**src/rtl/hazard_pkg.sv**
```systemverilog
// Shared types for the pipeline hazard controller: forward-select encoding and wait-FSM states.
package hazard_pkg;

   typedef enum logic [1:0] {
      FWD_NONE = 2'b00,
      FWD_MEM  = 2'b01,
      FWD_WB   = 2'b10
   } fwd_sel_e;

   typedef enum logic {
      ST_RUN  = 1'b0,
      ST_WAIT = 1'b1
   } state_e;

   localparam logic [6:0] OP_LOAD = 7'b0000011;

endpackage

```
**src/rtl/hazard_fwd_sel.sv**
```systemverilog
// Per-operand dependency match against the MEM and WB destinations; purely combinational.
module hazard_fwd_sel
   import hazard_pkg::*;
#(
   parameter int REG_ADDR_W = 5
) (
   input  logic [REG_ADDR_W-1:0] rs_i,
   input  logic                  rs_used_i,
   input  logic [REG_ADDR_W-1:0] mem_rd_i,
   input  logic                  mem_regwen_i,
   input  logic [REG_ADDR_W-1:0] wb_rd_i,
   input  logic                  wb_regwen_i,
   output logic                  mem_match_o,
   output logic                  wb_match_o,
   output fwd_sel_e              sel_o
);

   // x0 is hardwired zero, so a write to it never creates a dependency
   always_comb begin
      mem_match_o = mem_regwen_i && (mem_rd_i != '0) && (mem_rd_i == rs_i) && rs_used_i;
      wb_match_o  = wb_regwen_i && (wb_rd_i != '0) && (wb_rd_i == rs_i) && rs_used_i;
      sel_o       = FWD_NONE;
      if (mem_match_o) begin
         sel_o = FWD_MEM;
      end else if (wb_match_o) begin
         sel_o = FWD_WB;
      end
   end

endmodule

```
**src/rtl/hazard_ctrl.sv**
```systemverilog
// Pipeline hazard controller: forwarding selects, load-use stall, multi-cycle memory wait, branch flush.
// Stall/flush/select outputs are combinational from inputs and FSM state; stall counter is registered.
module hazard_ctrl
   import hazard_pkg::*;
#(
   parameter int REG_ADDR_W = 5,
   parameter int MEM_LAT    = 1,
   parameter int FWD_EN     = 1
) (
   input  logic                  clk_i,
   input  logic                  rst_i,
   input  logic [REG_ADDR_W-1:0] ex_rs1_i,
   input  logic [REG_ADDR_W-1:0] ex_rs2_i,
   input  logic                  ex_rs1_used_i,
   input  logic                  ex_rs2_used_i,
   input  logic [REG_ADDR_W-1:0] mem_rd_i,
   input  logic [REG_ADDR_W-1:0] wb_rd_i,
   input  logic                  mem_regwen_i,
   input  logic                  wb_regwen_i,
   input  logic                  mem_is_load_i,
   input  logic                  mem_access_i,
   input  logic                  br_taken_ex_i,
   input  logic                  cnt_clr_i,
   output logic [1:0]            asel_o,
   output logic [1:0]            bsel_o,
   output logic                  stall_if_o,
   output logic                  stall_id_o,
   output logic                  stall_ex_o,
   output logic                  stall_mem_o,
   output logic                  flush_id_o,
   output logic                  flush_ex_o,
   output logic                  flush_mem_o,
   output logic                  flush_wb_o,
   output logic [31:0]           stall_cycles_o
);

   localparam bit         LAT_GT1   = (MEM_LAT > 1);
   localparam logic [3:0] WCNT_INIT = LAT_GT1 ? 4'(MEM_LAT - 2) : 4'd0;

   state_e      state_q;
   logic [3:0]  wcnt_q;
   logic [31:0] stall_cnt_q, stall_cnt_d;

   logic        mem_match_a, wb_match_a, mem_match_b, wb_match_b;
   fwd_sel_e    sel_a, sel_b;
   logic        mem_wait, load_use, br_flush;

   hazard_fwd_sel #(.REG_ADDR_W(REG_ADDR_W)) u_fwd_rs1 (
      .rs_i         (ex_rs1_i),
      .rs_used_i    (ex_rs1_used_i),
      .mem_rd_i     (mem_rd_i),
      .mem_regwen_i (mem_regwen_i),
      .wb_rd_i      (wb_rd_i),
      .wb_regwen_i  (wb_regwen_i),
      .mem_match_o  (mem_match_a),
      .wb_match_o   (wb_match_a),
      .sel_o        (sel_a)
   );

   hazard_fwd_sel #(.REG_ADDR_W(REG_ADDR_W)) u_fwd_rs2 (
      .rs_i         (ex_rs2_i),
      .rs_used_i    (ex_rs2_used_i),
      .mem_rd_i     (mem_rd_i),
      .mem_regwen_i (mem_regwen_i),
      .wb_rd_i      (wb_rd_i),
      .wb_regwen_i  (wb_regwen_i),
      .mem_match_o  (mem_match_b),
      .wb_match_o   (wb_match_b),
      .sel_o        (sel_b)
   );

   // The last WAIT cycle (wcnt==0) releases the stall, giving MEM_LAT-1 stalled cycles per access
   always_comb begin
      mem_wait = 1'b0;
      case (state_q)
         ST_RUN:  mem_wait = mem_access_i && LAT_GT1;
         ST_WAIT: mem_wait = (wcnt_q != 4'd0);
         default: mem_wait = 1'b0;
      endcase
   end

   always_comb begin
      if (FWD_EN != 0) begin
         load_use = (mem_match_a || mem_match_b) && mem_is_load_i;
      end else begin
         load_use = mem_match_a || mem_match_b || wb_match_a || wb_match_b;
      end
      br_flush = br_taken_ex_i && !mem_wait && !load_use;
   end

   always_comb begin
      asel_o      = 2'b00;
      bsel_o      = 2'b00;
      stall_if_o  = 1'b0;
      stall_id_o  = 1'b0;
      stall_ex_o  = 1'b0;
      stall_mem_o = 1'b0;
      flush_id_o  = 1'b0;
      flush_ex_o  = 1'b0;
      flush_mem_o = 1'b0;
      flush_wb_o  = 1'b0;
      if (!rst_i) begin
         if (FWD_EN != 0) begin
            asel_o = sel_a;
            bsel_o = sel_b;
         end
         stall_if_o  = mem_wait || load_use;
         stall_id_o  = mem_wait || load_use;
         stall_ex_o  = mem_wait || load_use;
         stall_mem_o = mem_wait;
         flush_wb_o  = mem_wait;
         flush_mem_o = load_use && !mem_wait;
         flush_id_o  = br_flush;
         flush_ex_o  = br_flush;
      end
   end

   always_ff @(posedge clk_i) begin
      if (rst_i) begin
         state_q <= ST_RUN;
         wcnt_q  <= 4'd0;
      end else begin
         case (state_q)
            ST_RUN: begin
               if (mem_access_i && LAT_GT1) begin
                  state_q <= ST_WAIT;
                  wcnt_q  <= WCNT_INIT;
               end
            end
            ST_WAIT: begin
               if (wcnt_q != 4'd0) begin
                  wcnt_q <= wcnt_q - 4'd1;
               end else begin
                  state_q <= ST_RUN;
               end
            end
            default: state_q <= ST_RUN;
         endcase
      end
   end

   always_comb begin
      stall_cnt_d = stall_cnt_q;
      if (cnt_clr_i) begin
         stall_cnt_d = 32'd0;
      end else if (stall_if_o) begin
         stall_cnt_d = stall_cnt_q + 32'd1;
      end
   end

   always_ff @(posedge clk_i) begin
      if (rst_i) begin
         stall_cnt_q <= 32'd0;
      end else begin
         stall_cnt_q <= stall_cnt_d;
      end
   end

   assign stall_cycles_o = stall_cnt_q;

endmodule
```
**config.mk**
```make
export PLATFORM = sky130hd
export DESIGN_NAME = hazard_ctrl
export DESIGN_NICKNAME = d
export VERILOG_FILES = /design/src/rtl/hazard_pkg.sv /design/src/rtl/hazard_fwd_sel.sv /design/src/rtl/hazard_ctrl.sv
export SDC_FILE = /design/constraint.sdc
export NUM_CORES = 1
export LEC_CHECK = 0
export CAP_MARGIN = 20
export CELL_PAD_IN_SITES_DETAIL_PLACEMENT = 1
export CELL_PAD_IN_SITES_GLOBAL_PLACEMENT = 2
export CORE_UTILIZATION = 29
export DETAILED_ROUTE_END_ITERATION = 8
export GPL_TIMING_DRIVEN = 0
export PLACE_DENSITY_LB_ADDON = 0.1
export SETUP_SLACK_MARGIN = 0.15
export SLEW_MARGIN = 20
export SYNTH_ARGS = -nofsm -noshare
export SYNTH_HDL_FRONTEND = slang
export SYNTH_SLANG_ARGS = --single-unit
export TNS_END_PERCENT = 30
```
**constraint.sdc**
```tcl
create_clock -name clk_i -period 4 [get_ports clk_i]
set_input_delay 0.8 -clock clk_i [delete_from_list [all_inputs] [get_ports clk_i]]
set_output_delay 0.8 -clock clk_i [all_outputs]
set_load 0.02 [all_outputs]
```
Word level (Yosys, flattened, before mapping)
Index checks and enable logic that the tools add are counted.
{"block": "word_totals", "regBits": 37, "latch_bits": 0, "ramBits": 0, "romBits": 0, "wordCells": 46, "memories": 0}
{"block": "op_classes", "addsub": 2, "n_mul": 0, "div_mod_pow": 0, "magnitude_cmp": 0, "n_eq_ne": 4, "shift": 0, "muxes": 12, "n_bitwise": 1, "reduce_logical": 24}
{"operator": "adder 32 x 1 -> 32 bit (second input constant)", "count": 1}
{"operator": "equality test 5 bit", "count": 4}
{"operator": "logical AND 1 bit", "count": 14}
{"operator": "two-way mux 2 bit", "count": 6}
{"operator": "nonzero test 5 bit", "count": 2}
{"operator": "two-way mux 1 bit", "count": 5}
{"operator": "nonzero test 4 bit", "count": 1}
{"operator": "OR reduction 2 bit", "count": 2}
{"operator": "subtractor 4 x 1 -> 4 bit (second input constant)", "count": 1}
{"operator": "logical NOT 1 bit", "count": 2}
{"operator": "logical OR 1 bit", "count": 2}
{"operator": "one-hot mux 1 bit (2 select lines)", "count": 1}
{"operator": "AND reduction 2 bit", "count": 1}
{"operator": "inverter 1 bit", "count": 1}

Depth between registers and ports, before layout
{"block": "depth", "depth_word": 9, "mapped_depth": 8, "depth_no_buf": 7}

Modules after synthesis
Synthesis repeated with hierarchy kept, for this count alone.
{"block": "unflattened", "cells_unflattened": 259, "hier_area_um2": 2173.3}
{"module": "hazard_ctrl", "instances": 1, "cells_each": 217, "area_each_um2": 1853.0, "seq_area_each_um2": 740.7}
{"module": "hazard_fwd_sel", "instances": 2, "cells_each": 21, "area_each_um2": 160.2, "seq_area_each_um2": 0.0}

Worst setup path after synthesis
Ideal clock, no wire load.
{"block": "synth_timing", "path_type": "input -> output", "startpoint": "input port mem_rd_i[0]", "endpoint": "output port flush_id_o", "t_arrival_ns": 2.818, "required_ns": 3.200, "path_slack_ns": 0.382, "cell_stages": 5, "n_path_buf": 1, "cell_sequence": "or4_1 > o211ai_1 > a21oi_1 > nor4b_1 > buf_4"}
{"block": "synth_via", "elab_chain_len": 9, "word_cells_on_any_way": 13}
{"element": "start, declared", "line_no": "hazard_ctrl.sv:16", "rtl": "input logic [REG_ADDR_W-1:0] mem_rd_i,"}
{"element": "nonzero test 5 bit", "line_no": "hazard_fwd_sel.sv:20", "rtl": "mem_match_o = mem_regwen_i && (mem_rd_i != '0) && (mem_rd_i == rs_i) && rs_used_i;"}
{"element": "logical AND 1 bit (3 in a row)", "line_no": "hazard_fwd_sel.sv:20"}
{"element": "logical OR 1 bit *"}
{"element": "logical AND 1 bit *", "line_no": "hazard_ctrl.sv:84", "rtl": "load_use = (mem_match_a || mem_match_b) && mem_is_load_i;"}
{"element": "logical NOT 1 bit *", "line_no": "hazard_ctrl.sv:88", "rtl": "br_flush = br_taken_ex_i && !mem_wait && !load_use;"}
{"element": "logical AND 1 bit *", "line_no": "hazard_ctrl.sv:88"}
{"element": "two-way mux 1 bit *"}
{"element": "end, declared", "line_no": "hazard_ctrl.sv:30", "rtl": "output logic flush_id_o,"}
Mark *: on every way between the ends. The rest lies on a longest branch, timed or not.

Worst setup path after layout
{"block": "layout_timing", "startpoint": "input port mem_rd_i[3]", "endpoint": "output port stall_id_o"}
{"block": "layout_via", "elab_chain_len": 8, "word_cells_on_any_way": 12}
{"element": "nonzero test 5 bit", "line_no": "hazard_fwd_sel.sv:20"}
{"element": "logical AND 1 bit (3 in a row)", "line_no": "hazard_fwd_sel.sv:20"}
{"element": "logical OR 1 bit *"}
{"element": "logical AND 1 bit *", "line_no": "hazard_ctrl.sv:84"}
{"element": "logical OR 1 bit *", "line_no": "hazard_ctrl.sv:108", "rtl": "stall_id_o = mem_wait || load_use;"}
{"element": "two-way mux 1 bit *", "line_no": "hazard_ctrl.sv:102", "rtl": "if (!rst_i) begin"}
{"element": "end, declared", "line_no": "hazard_ctrl.sv:27", "rtl": "output logic stall_id_o,"}
Marked as above.

==> results_dict.tcl <==
set metrics [dict create \
    total_power_mw 0.8201 \
    hold_path.class "reg -> reg" \
    io_pins 74 \
    routedWlPerCell_um 16.75 \
    clock-root-buffer "clkbuf_8" \
    htree_levels 2 \
    rsz0062_at_grt "true" \
    regArea_um2 740.7 \
    drt-initial-drc-count 82 \
    power.density_mw_per_mm2 228.8 \
    grt_usage_pct 19.50 \
    portBuffers 72 \
    grt_start_max_net_pins 12 \
    whs_ns 0.4945 \
    drt-pass1-iter-count 4 \
    core_mm2 0.008341 \
    setup_viol 0 \
    cp_num_buf_inv 4 \
    fmax_mhz 264.0 \
    die_area_mm2 0.009110 \
    yosys_warnings 0 \
    syn_inst 307 \
    rows 33 \
    synthDistinctLibCells 42 \
    tns_ns 0 \
    finalCritPeriodShare_pct 94.70 \
    cp_slowest_stage_delay_ns 0.47 \
    ir_drop_mv 0.1314 \
    final_nets 425 \
    syn_nets 339 \
    routed_wl_um 8356 \
    yosysSeqAreaShare_pct 29.25 \
    place.gp.congestion 0.7731 \
    critical-path-top-delay-family "buffers and inverters" \
    diodes 0 \
    slew-limit-headroom_pct 53.36 \
    grt_overflow 0 \
    crit_chain "clkdlybuf4s50_1, xor2_1, nor4_2, nand3_1, a21o_4, buf_6, a21oi_2, buf_4, clkdlybuf4s15_2" \
    grt_pass1_vias 2629 \
    crit_fanout 10 \
    hold_buffers 0 \
    worstMarginPinSlew_ns 0.6922 \
    final_layout_size_suffix_gt1_share_pct 13.96 \
    grt_pass1_wl_um 13640 \
    die_h_um 95.45 \
    ys_ff_latch 37 \
    ant_nets 0 \
    area_delta_synth_final_pct 41.55 \
    finalMaxSlewViolations 0 \
    post-dp-hpwl_um 6342 \
    layout_common_cells "63 x clkdlybuf4s50_1, 50 x nand2_1, 37 x dfxtp_1, 23 x a21oi_1, 17 x xor2_1" \
    die_w_um 95.45 \
    start_kind "input port" \
    cts_made_buffers 5 \
    critPathSlowestCell "clkdlybuf4s50_1" \
    cp-end-kind "output port" \
    finalHoldViolCount 0 \
    clk_pin_slew_worst_paths_ns 0.08 \
    avgSynthCellArea_um2 8.249 \
    drc 0 \
    clk-insertion-delay-late_ns 0.30 \
    clockBufferDepth 2 \
    crit_arrival_ns 2.99 \
    netlist_area_mm2 0.002532 \
    static-leakage-power_nw 1.197 \
    multi_input_area_mm2 0.001692 \
    finalClockSkew_ns 0.001892 \
    finalCriticalPeriod_ns 3.788 \
    cts_tree "done" \
    required_ns 3.20 \
    vias 2625 \
    antenna_found_initial 0 \
    fillers 1003 \
    drv_cap 0 \
    setup.worst_path.class "in -> out" \
    start_util_pct 30.36 \
    vias_per_cell 5.261 \
    clock_sinks 37 \
    status "complete, no violations" \
    mostFrequentLayoutCell "clkdlybuf4s50_1" \
]
state kept, by name, indices dropped and copies added (netlist names):
| signal | cells |
|---|---|
| stall_cycles_o | 32 |
| wcnt_q | 4 |
| state_q | 1 |
synthesized netlist by cell type:
cell type	instances	area, um^2
a2111o_1	14	157.7
a2111oi_4	1	27.53
a211oi_1	4	30.03
a211oi_2	2	25.02
a21boi_0	1	7.510
a21boi_1	1	7.510
a21o_2	1	8.760
a21oi_1	25	125.1
and2_1	3	18.77
and3_1	8	50.05
and4_1	5	43.79
buf_1	1	3.750
buf_2	1	5.000
buf_4	6	45.04
buf_6	2	22.52
clkbuf_1	14	52.55
dfxtp_1	37	740.7
ha_1	2	25.02
inv_1	2	7.510
mux2i_1	16	160.2
nand2_1	50	187.7
nand3_1	11	55.05
nand4_1	8	50.05
nand4_2	1	12.51
nor2_1	8	30.03
nor2b_1	1	6.260
nor3_1	7	35.03
nor4_1	4	25.02
nor4_2	2	25.02
nor4_4	1	21.27
nor4b_1	1	8.760
o211ai_1	1	7.510
o21a_1	1	7.510
o21ai_0	8	40.04
o21ai_2	13	113.9
or2_2	1	6.260
or2_4	1	8.760
or3_1	16	100.1
or4_1	2	15.01
or4_4	1	11.26
xnor2_1	6	52.55
xor2_1	17	148.9
layout make-up:
class	count	share of cell area [%]
plain buffers	24	3.700
clock buffers	7	2.408
clock inverters	1	0.8377
inverters	2	0.2094
multi-input cells	244	47.19
flip-flops and latches	37	20.66
well taps	105	3.665
repair buffers	79	21.33
cell families (layout without fill, tap and decap cells):
| kind of cell | Yosys count | count (layout) | synth area share (%) |
|---|---|---|---|
| AOI/OAI and AO/OA | 72 | 72 | 22.04 |
| xor gates and xnor gates | 23 | 23 | 7.954 |
| adders and majority gates | 2 | 2 | 0.9880 |
| buffers and inverters | 26 | 113 | 5.385 |
| DFF | 37 | 37 | 29.25 |
| muxes | 16 | 16 | 6.324 |
| and+or+nand+nor | 131 | 131 | 28.06 |
routing by layer:
| layer | up-vias | routed length [um] | track usage, % |
|---|---|---|---|
| li1 | 1295 | - | - |
| met1 | 1270 | 4205 | 27.17 |
| met2 | 53 | 3807 | 31.90 |
| met3 | 7 | 272 | 2.632 |
| met4 | 0 | 70 | 4.104 |
| met5 | - | 0 | 0 |
per-stage QoR:
stage	utilization [%]	instances	area, um^2	setup slack [ns]
5_1_grt	42.98	499	3585	0.03675
6_report	42.98	499	3585	0.2121
4_1_cts	42.65	496	3557	0.07530
3_3_place_gp	40.58	484	3385	-0.3542
2_1_floorplan	-	307	2532	0.3817
3_5_place_dp	40.58	484	3385	-0.3798
final timing paths:
kind	from	end	slack [ns]	depth (start not counted)
worst min register to register	stall_cycles_o[26]$_SDFFE_PP0P_	stall_cycles_o[26]$_SDFFE_PP0P_	0.49	2
worst max-delay path	mem_rd_i[3]	stall_id_o	0.21	9
worst min-delay path	stall_cycles_o[26]$_SDFFE_PP0P_	stall_cycles_o[26]$_SDFFE_PP0P_	0.49	2
worst max register to register	stall_cycles_o[4]$_SDFFE_PP0P_	stall_cycles_o[25]$_SDFFE_PP0P_	1.84	6
tightest hold or removal path: stages (launching register included):
cell and delay [ns]:
dfxtp_1 0.34, nand2_1 0.08, o21ai_2 0.05
timing repair:
item / CTS / global route
endpoints found under the setup margin: 7 / 8
buffers inserted: 4 / 3
pin swaps: 5 / 6
endpoints found under the hold margin: 0 / 0
resized for setup: 16 / 7
power breakdown:
part | leakage [nW] | switching (mW) | internal (mW)
sequential | 0.298 | 0.0000662 | 0.368
combinational | 0.841 | 0.0483 | 0.0484
clock | 0.0585 | 0.152 | 0.204
total | 1.20 | 0.200 | 0.620
No activity file was read; power rests on OpenSTA's default activity.
